<file path="config.mk">
export PLATFORM = sky130hd
export DESIGN_NAME = qspi_cmd_arbiter
export DESIGN_NICKNAME = d
export VERILOG_FILES = /design/src/rtl/qspi_arb_pkg.sv /design/src/rtl/qspi_arb_watchdog.sv /design/src/rtl/qspi_cmd_arbiter.sv
export SDC_FILE = /design/constraint.sdc
export NUM_CORES = 1
export LEC_CHECK = 0
export BUFFER_PORTS_ARGS = -buffer_cell sky130_fd_sc_hd__buf_4
export CORE_ASPECT_RATIO = 1.2
export CORE_UTILIZATION = 40
export DETAILED_ROUTE_END_ITERATION = 16
export MAX_ROUTING_LAYER = met4
export PLACE_DENSITY = 0.71
export SETUP_SLACK_MARGIN = 0.3
export SLEW_MARGIN = 20
export SYNTH_ARGS = -nofsm -noshare
export SYNTH_HDL_FRONTEND = slang
export SYNTH_SLANG_ARGS = --single-unit
</file>
<file path="constraint.sdc">
create_clock -name clk -period 5.37 [get_ports clk]
set_clock_uncertainty 0.05 [all_clocks]
set_input_delay 0.537 -clock clk [delete_from_list [all_inputs] [get_ports clk]]
set_output_delay 0.537 -clock clk [all_outputs]
set_load 0.01 [all_outputs]
</file>
<file path="src/rtl/qspi_arb_pkg.sv">
// -----------------------------------------------------------------------------
// qspi_arb_pkg
// Shared definitions for the QSPI command arbiter: requester/owner encodings,
// arbiter state encodings, the default descriptor width and a helper that
// sizes the starvation counter.
// No ports (package).
// -----------------------------------------------------------------------------
package qspi_arb_pkg;

  // Default width of the packed command descriptor (opaque to the arbiter).
  localparam int DESC_W_DEFAULT = 96;

  // Which requester currently owns the command engine.
  typedef enum logic [1:0] {
    OWN_NONE = 2'd0,
    OWN_CSR  = 2'd1,
    OWN_XIP  = 2'd2
  } owner_e;

  // Arbiter sequencing states.
  typedef enum logic [1:0] {
    ST_IDLE  = 2'd0,
    ST_ISSUE = 2'd1,
    ST_WAIT  = 2'd2
  } state_e;

  // Starvation counter width: wide enough to hold starve_max, never below
  // three bits.
  function automatic int starve_width(input int starve_max);
    int w;
    w = $clog2(starve_max + 1);
    return (w < 3) ? 3 : w;
  endfunction

endpackage : qspi_arb_pkg

</file>
<file path="src/rtl/qspi_arb_watchdog.sv">
// -----------------------------------------------------------------------------
// qspi_arb_watchdog
// Transaction watchdog for the command arbiter. Counts clock cycles while
// enabled, restarts from zero on clear, and flags the cycle in which the count
// reaches threshold-1 so the arbiter can register the abort on the next edge
// (abort lands exactly `threshold` cycles after counting started).
// A threshold of zero disables the expire flag entirely.
//
// Ports:
//   clk        in   1     system clock
//   reset      in   1     asynchronous active-high reset
//   clr        in   1     synchronous clear of the count
//   en         in   1     count enable (one increment per cycle)
//   threshold  in   TO_W  timeout threshold in cycles, 0 = disabled
//   expire     out  1     high in the cycle the count equals threshold-1
// -----------------------------------------------------------------------------
module qspi_arb_watchdog #(
  parameter int TO_W = 16
) (
  input  logic            clk,
  input  logic            reset,
  input  logic            clr,
  input  logic            en,
  input  logic [TO_W-1:0] threshold,
  output logic            expire
);

  logic [TO_W-1:0] count_r;

  // Cycle counter: clear has priority over enable.
  always_ff @(posedge clk or posedge reset) begin
    if (reset) begin
      count_r <= '0;
    end else if (clr) begin
      count_r <= '0;
    end else if (en) begin
      count_r <= count_r + TO_W'(1);
    end else begin
      count_r <= count_r;
    end
  end

  // Threshold compare; only meaningful while counting and when enabled.
  always_comb begin
    expire = 1'b0;
    if (en && (threshold != '0)) begin
      expire = (count_r == (threshold - TO_W'(1)));
    end else begin
      expire = 1'b0;
    end
  end

endmodule : qspi_arb_watchdog

</file>
<file path="src/rtl/qspi_cmd_arbiter.sv">
// -----------------------------------------------------------------------------
// qspi_cmd_arbiter
// Shares the single QSPI command engine between the CSR command path and the
// XIP read path. In IDLE it picks a winner (XIP by default, CSR when it is the
// only requester or has been passed over STARVE_MAX times in a row), latches
// the winner's descriptor, pulses start/ack for one cycle, then waits for the
// engine's done or a watchdog timeout and routes the matching strobe back to
// the owning requester.
//
// Ports:
//   clk, reset                 clock, asynchronous active-high reset
//   csr_req_i / csr_desc_i     CSR request level and descriptor
//   csr_ack_o/done_o/err_o     CSR accept, completion and timeout pulses
//   xip_req_i / xip_desc_i     XIP request level and descriptor
//   xip_ack_o/done_o/err_o     XIP accept, completion and timeout pulses
//   timeout_i                  watchdog threshold in cycles, 0 disables
//   eng_start_o                one-cycle start pulse to the engine
//   eng_desc_o                 latched descriptor, held until next grant
//   eng_busy_i                 engine busy, blocks new grants
//   eng_done_i                 engine completion pulse
//   eng_abort_o                forces the engine idle on timeout
//   owner_o                    0 none, 1 CSR, 2 XIP
//   busy_o                     high whenever the arbiter is not IDLE
// All outputs are registered.
// -----------------------------------------------------------------------------
module qspi_cmd_arbiter
  import qspi_arb_pkg::*;
#(
  parameter int DESC_W     = DESC_W_DEFAULT,
  parameter int STARVE_MAX = 4,
  parameter int TO_W       = 16
) (
  input  logic              clk,
  input  logic              reset,
  // CSR requester
  input  logic              csr_req_i,
  input  logic [DESC_W-1:0] csr_desc_i,
  output logic              csr_ack_o,
  output logic              csr_done_o,
  output logic              csr_err_o,
  // XIP requester
  input  logic              xip_req_i,
  input  logic [DESC_W-1:0] xip_desc_i,
  output logic              xip_ack_o,
  output logic              xip_done_o,
  output logic              xip_err_o,
  // configuration
  input  logic [TO_W-1:0]   timeout_i,
  // engine side
  output logic              eng_start_o,
  output logic [DESC_W-1:0] eng_desc_o,
  input  logic              eng_busy_i,
  input  logic              eng_done_i,
  output logic              eng_abort_o,
  // status
  output logic [1:0]        owner_o,
  output logic              busy_o
);

  localparam int            SW         = starve_width(STARVE_MAX);
  localparam logic [SW-1:0] STARVE_LIM = SW'(STARVE_MAX);

  state_e            state_r;
  owner_e            owner_r;
  logic [SW-1:0]     starve_r;
  logic [DESC_W-1:0] desc_r;
  logic              busy_r;
  logic              eng_start_r;
  logic              eng_abort_r;
  logic              csr_ack_r;
  logic              csr_done_r;
  logic              csr_err_r;
  logic              xip_ack_r;
  logic              xip_done_r;
  logic              xip_err_r;

  logic              grant;
  logic              csr_wins;
  logic [SW-1:0]     starve_nxt;
  logic              wd_clr;
  logic              wd_en;
  logic              wd_expire;

  // The watchdog restarts during ISSUE so WAIT always begins at count zero.
  assign wd_clr = (state_r == ST_ISSUE);
  assign wd_en  = (state_r == ST_WAIT);

  qspi_arb_watchdog #(
    .TO_W (TO_W)
  ) u_watchdog (
    .clk       (clk),
    .reset     (reset),
    .clr       (wd_clr),
    .en        (wd_en),
    .threshold (timeout_i),
    .expire    (wd_expire)
  );

  // Arbitration decision and next starvation count; only consumed in IDLE.
  always_comb begin
    grant      = 1'b0;
    csr_wins   = 1'b0;
    starve_nxt = starve_r;
    if (!eng_busy_i && (csr_req_i || xip_req_i)) begin
      grant = 1'b1;
      if (csr_req_i && (!xip_req_i || (starve_r == STARVE_LIM))) begin
        // CSR alone, or CSR has waited out its allowance of XIP grants.
        csr_wins   = 1'b1;
        starve_nxt = '0;
      end else if (csr_req_i) begin
        // XIP wins over a waiting CSR: count the pass-over, saturating.
        csr_wins   = 1'b0;
        starve_nxt = (starve_r == STARVE_LIM) ? starve_r : (starve_r + SW'(1));
      end else begin
        // XIP wins with nobody waiting.
        csr_wins   = 1'b0;
        starve_nxt = '0;
      end
    end else begin
      grant      = 1'b0;
      csr_wins   = 1'b0;
      starve_nxt = starve_r;
    end
  end

  // Arbiter FSM with all outputs registered; strobes default low each cycle.
  always_ff @(posedge clk or posedge reset) begin
    if (reset) begin
      state_r     <= ST_IDLE;
      owner_r     <= OWN_NONE;
      starve_r    <= '0;
      desc_r      <= '0;
      busy_r      <= 1'b0;
      eng_start_r <= 1'b0;
      eng_abort_r <= 1'b0;
      csr_ack_r   <= 1'b0;
      csr_done_r  <= 1'b0;
      csr_err_r   <= 1'b0;
      xip_ack_r   <= 1'b0;
      xip_done_r  <= 1'b0;
      xip_err_r   <= 1'b0;
    end else begin
      eng_start_r <= 1'b0;
      eng_abort_r <= 1'b0;
      csr_ack_r   <= 1'b0;
      csr_done_r  <= 1'b0;
      csr_err_r   <= 1'b0;
      xip_ack_r   <= 1'b0;
      xip_done_r  <= 1'b0;
      xip_err_r   <= 1'b0;
      case (state_r)
        ST_IDLE: begin
          if (grant) begin
            // Start and ack are registered here so they appear in ISSUE.
            state_r     <= ST_ISSUE;
            busy_r      <= 1'b1;
            eng_start_r <= 1'b1;
            csr_ack_r   <= csr_wins;
            xip_ack_r   <= ~csr_wins;
            owner_r     <= csr_wins ? OWN_CSR : OWN_XIP;
            desc_r      <= csr_wins ? csr_desc_i : xip_desc_i;
            starve_r    <= starve_nxt;
          end else begin
            state_r <= ST_IDLE;
          end
        end
        ST_ISSUE: begin
          state_r <= ST_WAIT;
        end
        ST_WAIT: begin
          if (eng_done_i) begin
            // Completion beats a same-cycle timeout.
            csr_done_r <= (owner_r == OWN_CSR);
            xip_done_r <= (owner_r == OWN_XIP);
            owner_r    <= OWN_NONE;
            busy_r     <= 1'b0;
            state_r    <= ST_IDLE;
          end else if (wd_expire) begin
            eng_abort_r <= 1'b1;
            csr_err_r   <= (owner_r == OWN_CSR);
            xip_err_r   <= (owner_r == OWN_XIP);
            owner_r     <= OWN_NONE;
            busy_r      <= 1'b0;
            state_r     <= ST_IDLE;
          end else begin
            state_r <= ST_WAIT;
          end
        end
        default: begin
          // Unreachable encoding: fall back to a clean idle.
          state_r <= ST_IDLE;
          owner_r <= OWN_NONE;
          busy_r  <= 1'b0;
        end
      endcase
    end
  end

  assign eng_start_o = eng_start_r;
  assign eng_abort_o = eng_abort_r;
  assign eng_desc_o  = desc_r;
  assign csr_ack_o   = csr_ack_r;
  assign csr_done_o  = csr_done_r;
  assign csr_err_o   = csr_err_r;
  assign xip_ack_o   = xip_ack_r;
  assign xip_done_o  = xip_done_r;
  assign xip_err_o   = xip_err_r;
  assign owner_o     = owner_r;
  assign busy_o      = busy_r;

endmodule : qspi_cmd_arbiter

</file>
== Yosys cells after proc, flatten, opt, wreduce, memory -nomap -nowiden ==
Cells that the tools add are included.
Operators by class
  add/sub/neg operators: 3
  equality and inequality tests: 9
  muxes and demuxes: 42
  bitwise operators: 2
  reduce and logical (&&, ||, !) cells: 13
Operators with widths (number)
  96-bit two-way mux: 1
  16-bit two-way mux: 2
  1-bit two-way mux: 27
  16-bit by 1-bit adder with 16-bit output (second input constant): 1
  16-bit == test: 1
  16-bit nonzero test: 1
  16-bit by 1-bit subtractor with 16-bit output (second input constant): 1
  2-bit two-way mux: 6
  2-bit one-hot mux with 3 select lines: 2
  3-bit two-way mux: 3
  3-bit inequality test (second input constant): 2
  2-bit by 1-bit == test with 1-bit output (second input constant): 2
  2-bit == test (second input constant): 2
  4-bit AND reduction: 1
  3-bit by 1-bit adder with 3-bit output (second input constant): 1
  3-bit == test (second input constant): 1
  1-bit logical AND: 3
  1-bit one-hot mux with 3 select lines: 1
  3-bit AND reduction: 1
  1-bit zero test: 2
  2-bit zero test: 1
  1-bit logical OR: 2
  2-bit inequality test (second input constant): 1
  1-bit inverter: 2
  2 further kinds: 2
Storage, ports and cells
  flip-flop bits (word level): 128
  input port bits: 214
  output and inout bits: 107
  word-level logic and storage cells: 83

== Logic depth before layout (Yosys ltp) ==
  depth after elaboration: 8
  gate-level depth with buffers: 10
  mapped depth without buffers: 9

== Cells and area by module ==
A second synthesis with hierarchy kept.
Unflattened totals
  cells, all modules: 778
  area total of the unflattened synthesis: 7245.7 um^2
By module, submodules not included
  qspi_cmd_arbiter: times used 1, cells an instance 613, area an instance 5885.6 um^2, sequential area each 2802.7 um^2
  qspi_arb_watchdog: times used 1, cells an instance 165, area an instance 1360.1 um^2, sequential area each 400.4 um^2

== Least setup slack after synthesis ==
Ideal clock, no wire load.
  kind: input-to-reg
  start point: input port timeout_i[8]
  end point: register owner_r[0] (netlist: owner_o[0])
  library setup time: 0.120 ns
  arrival time: 2.595 ns
  data required time: 5.200 ns
  slack: 2.605 ns
  stages: 8
  path buffers: 1
  cells stage by stage: buf_6 > or4_4 > or4_4 > a211oi_2 > nand4_1 > nor4_2 > nor3b_1 > a31o_1
Between the ends
  word-level cells in the longest chain between the ends: 5
  elaborated cells between the ends (all ways): 7
  those cells by class: 1 x add/sub; 2 x eq/ne; 1 x mux; 3 x reduce/logical
Ends and longest elaborated chain
  from (decl): line qspi_cmd_arbiter.sv:48  | input logic [TO_W-1:0] timeout_i,
  16-bit by 1-bit subtractor with 16-bit output / 16-bit nonzero test (equally long branches): line qspi_arb_watchdog.sv:47, qspi_arb_watchdog.sv:46
  16-bit == test / 1-bit logical AND (equally long branches): line qspi_arb_watchdog.sv:47, qspi_arb_watchdog.sv:46
  1-bit two-way mux *: line qspi_arb_watchdog.sv:46  | if (en && (threshold != '0)) begin
  3-bit inequality test (no line) *
  3-bit AND reduction (no line) *
  to (signal assigned): line qspi_cmd_arbiter.sv:160  | owner_r <= csr_wins ? OWN_CSR : OWN_XIP;
  to (decl): line qspi_cmd_arbiter.sv:64  | owner_e owner_r;
Every way passes the cells marked *; elsewhere a longest branch is shown, timed or not.
A chain may end at the register's enable or synchronous reset.

== Final worst setup path ==
  start point: input port timeout_i[0]
  end point: register owner_r[1] (netlist: owner_o[1])
The elaborated chain is that of the path after synthesis.

==> impl_results.md <==
- Status: completed
- Share of post-route cells with drive strength above 1: 0.373
- Delay-heaviest family, CP: compound AO/OA/AOI/OAI gates
- Slew HR: 0.372
- Largest net degree at the start of global routing: 89
- Tot GR Track Use: 0.238
- Worst path slowest cell: o32ai_1
- Synth warn: 0
- Final Hold Fails: 0
- RSZ-0062 raised after global routing: no
- Non-Filler Instances: 1,204
- GP Congestion: 0.890
- Routed wire per std cell: 16.4 µm
- Initial antenna violation count: 2
- CTS tree: done
- Routed wire length: 19.7 mm
- Setup violations, final: 0
- Mapped Nets: 898
- I/O Buffers: 320
- Number of synthesized flops with an enable pin: 0
- Worst hold path class: in -> async
- Biggest cell delay along the critical path: 0.55 ns
- Clk_lat worst skew: 0.40 ns
- Fin nets: 1,200
- Register area share after synthesis: 0.485
- Via Count: 5,973
- Most used flip-flop cell after synthesis: dfrtp_1
- Via-to-Cell Ratio: 4.96
- Sequential Area: 0.00320 mm²
- Final worst-path cycle share: 0.543
- Initial Utilization: 0.407
- First DRT Iteration DRCs: 344
- Clock root buffer: clkbuf_16
- PostCTS Resize Cnt: 0
- Kind of critical path: in -> reg
- DR pass1 iterations: 4
- Critical path launch point type: input pin
- Synth async-reset ratio: 1.00
- Die span in y: 143 µm
- Total power: 0.00436 W
- DR DRC count: 0
- Post-Synthesis Cells: 675
- #FFs+latches synth: 128
- Min Tclk post-route: 2.92 ns
- Footprint of the multi-input gates: 0.00320 mm²
- Commonest non-fill, non-tap cell in the layout: buf_4
- Remaining Overflow, GRT: 0
- CORE AREA: 0.0162 mm²
- Vias in the first global route: 5,772
- Worst path bufs/invs: 2
- Peak Freq: 343 MHz
- Total negative slack: 0 ns
- Chip width: 119 µm
- CTS Buf Count: 17
- Peak supply drop: 0.290 mV
- First-pass GRT wire length: 30.2 mm
- Hpwl dp: 15.1 mm
- Distinct cells, synth: 57
- Cell Chain, Critical Path: buf_4 > inv_1 > ha_1 > nor4b_2 > a21boi_0 > o211a_1 > o32ai_1 > nor4_2 > or3b_1 > o41ai_2
- CTS H-tree lvls: 4
- Fillers: 1,470
- Crit path arrival time: 3.17 ns
- CP Max Fanout: 6
- Power density cells: 447 mW/mm²
- Area grow syn2layout: 47.9%
- Post-Synthesis Cell Area: 0.00660 mm²
- Synth Area per Inst: 9.78 µm²
- LEAKAGE: 4.66 nW
- Max Cap Viol: 0
- Post-CTS Setup Bufs: 0
- Slew @ Worst Pin: 0.941 ns
- Fin util: 0.603
- # rows: 51
- Clock Path Buffers: 2
- Reg-to-reg slack, setup: 2.64 ns
- Worst setup EP type: flop
- Post-route ant nets: 0
- Clk pin slew, worst setup/hold paths: 0.06 ns
- Max Transition Viols Final: 0
- Io pins: 321
- DIE AREA: 0.0170 mm²
- Post-Place Cells: 1,170
- Worst EP required: 5.62 ns
- Hold Buf Count CTS: 0
- Most frequent cells in the layout: 323 x buf_4, 128 x dfrtp_1, 113 x nand2_1
- Clock sinks: 128
[layer usage]
layer  wire, µm  vias to the layer above  track usage
met4        310                        0       0.0700
met5          0                        -            -
met2       9790                      211        0.383
li1           -                     2981            -
met1       8160                     2760        0.291
met3       1440                       21       0.0687
[kinds of logic after synthesis]
group,count (synthesis),synth area share
XOR/XNOR,23,0.0305
multiplexers,99,0.150
AO/OA/AOI/OAI,145,0.126
buffers and inverters,52,0.0309
flip-flops,128,0.485
AND/OR/NAND/NOR,219,0.160
adder cells (fa/ha/maj),9,0.0171
[layout make-up]
cell class | count | share of cell area
clock buffers | 21 | 0.0482
multi-input cells | 495 | 0.328
inverters | 11 | 0.00448
well taps | 212 | 0.0272
repair buffers | 324 | 0.250
clock inverters | 10 | 0.0129
diodes | 3 | 0.000769
flip-flops and latches | 128 | 0.328
[state kept, by name, indices dropped and copies added (netlist names), 2 cells and up]
name / count
eng_desc_o: 96
owner_o: 2
starve_r: 3
state_r: 2
u_watchdog.count_r: 16
[synth_stat cells (9+ instances only)]
cell	number	area [µm²]
nor3_1	10	50.1
mux2i_1	98	981
clkbuf_1	31	116
inv_1	11	41.3
xor2_1	16	140
dfrtp_1	128	3200
o21ai_0	107	536
nand2_1	113	424
nand3_1	12	60.1
nor2_1	25	93.8
ha_1	9	113
[final timing paths]
| path | endpoint | from | cells after the start |
|---|---|---|---|
| max | owner_o[1]$_DFFE_PP0P_ | timeout_i[0] | 10 |
| min | eng_desc_o[37]$_DFFE_PP0P_ | reset | 2 |
| max reg2reg | eng_desc_o[31]$_DFFE_PP0P_ | starve_r[0]$_DFFE_PP0P_ | 8 |
| min reg2reg | eng_desc_o[14]$_DFFE_PP0P_ | eng_desc_o[14]$_DFFE_PP0P_ | 2 |
| max in group asynchronous | eng_desc_o[86]$_DFFE_PP0P_ | reset | 3 |
| min in group clk | xip_done_o$_DFF_PP0_ | eng_done_i | 3 |
[worst reg2reg max path, delay by kind of cell, from the launching register on]
kind                       cells  cell delay (ns)
buffers and inverters          2             0.54
muxes                          1             0.50
adders and majority gates      1             0.15
DFF                            1             0.37
and+or+nand+nor                2             0.73
AOI/OAI and AO/OA              2             0.24
[metrics by stage]
step / hold WS, ns / setup WS (ns) / cell area, µm²
floorplan: 0.395 / 1.37 / 6600
global placement: 0.413 / 2.20 / 9160
detailed placement: 0.421 / 2.10 / 9160
CTS: 0.324 / 2.52 / 9760
global route: 0.352 / 2.36 / 9760
finish: 0.278 / 2.45 / 9770
[power breakdown]
| part | switching [W] | leakage, nW | internal, W |
|---|---|---|---|
| Clock | 0.000427 | 0.283 | 0.000724 |
| Sequential | 0.000239 | 1.62 | 0.00135 |
| Combinational | 0.000828 | 2.75 | 0.000791 |
Note: power is estimated with default switching activity, not from simulation.
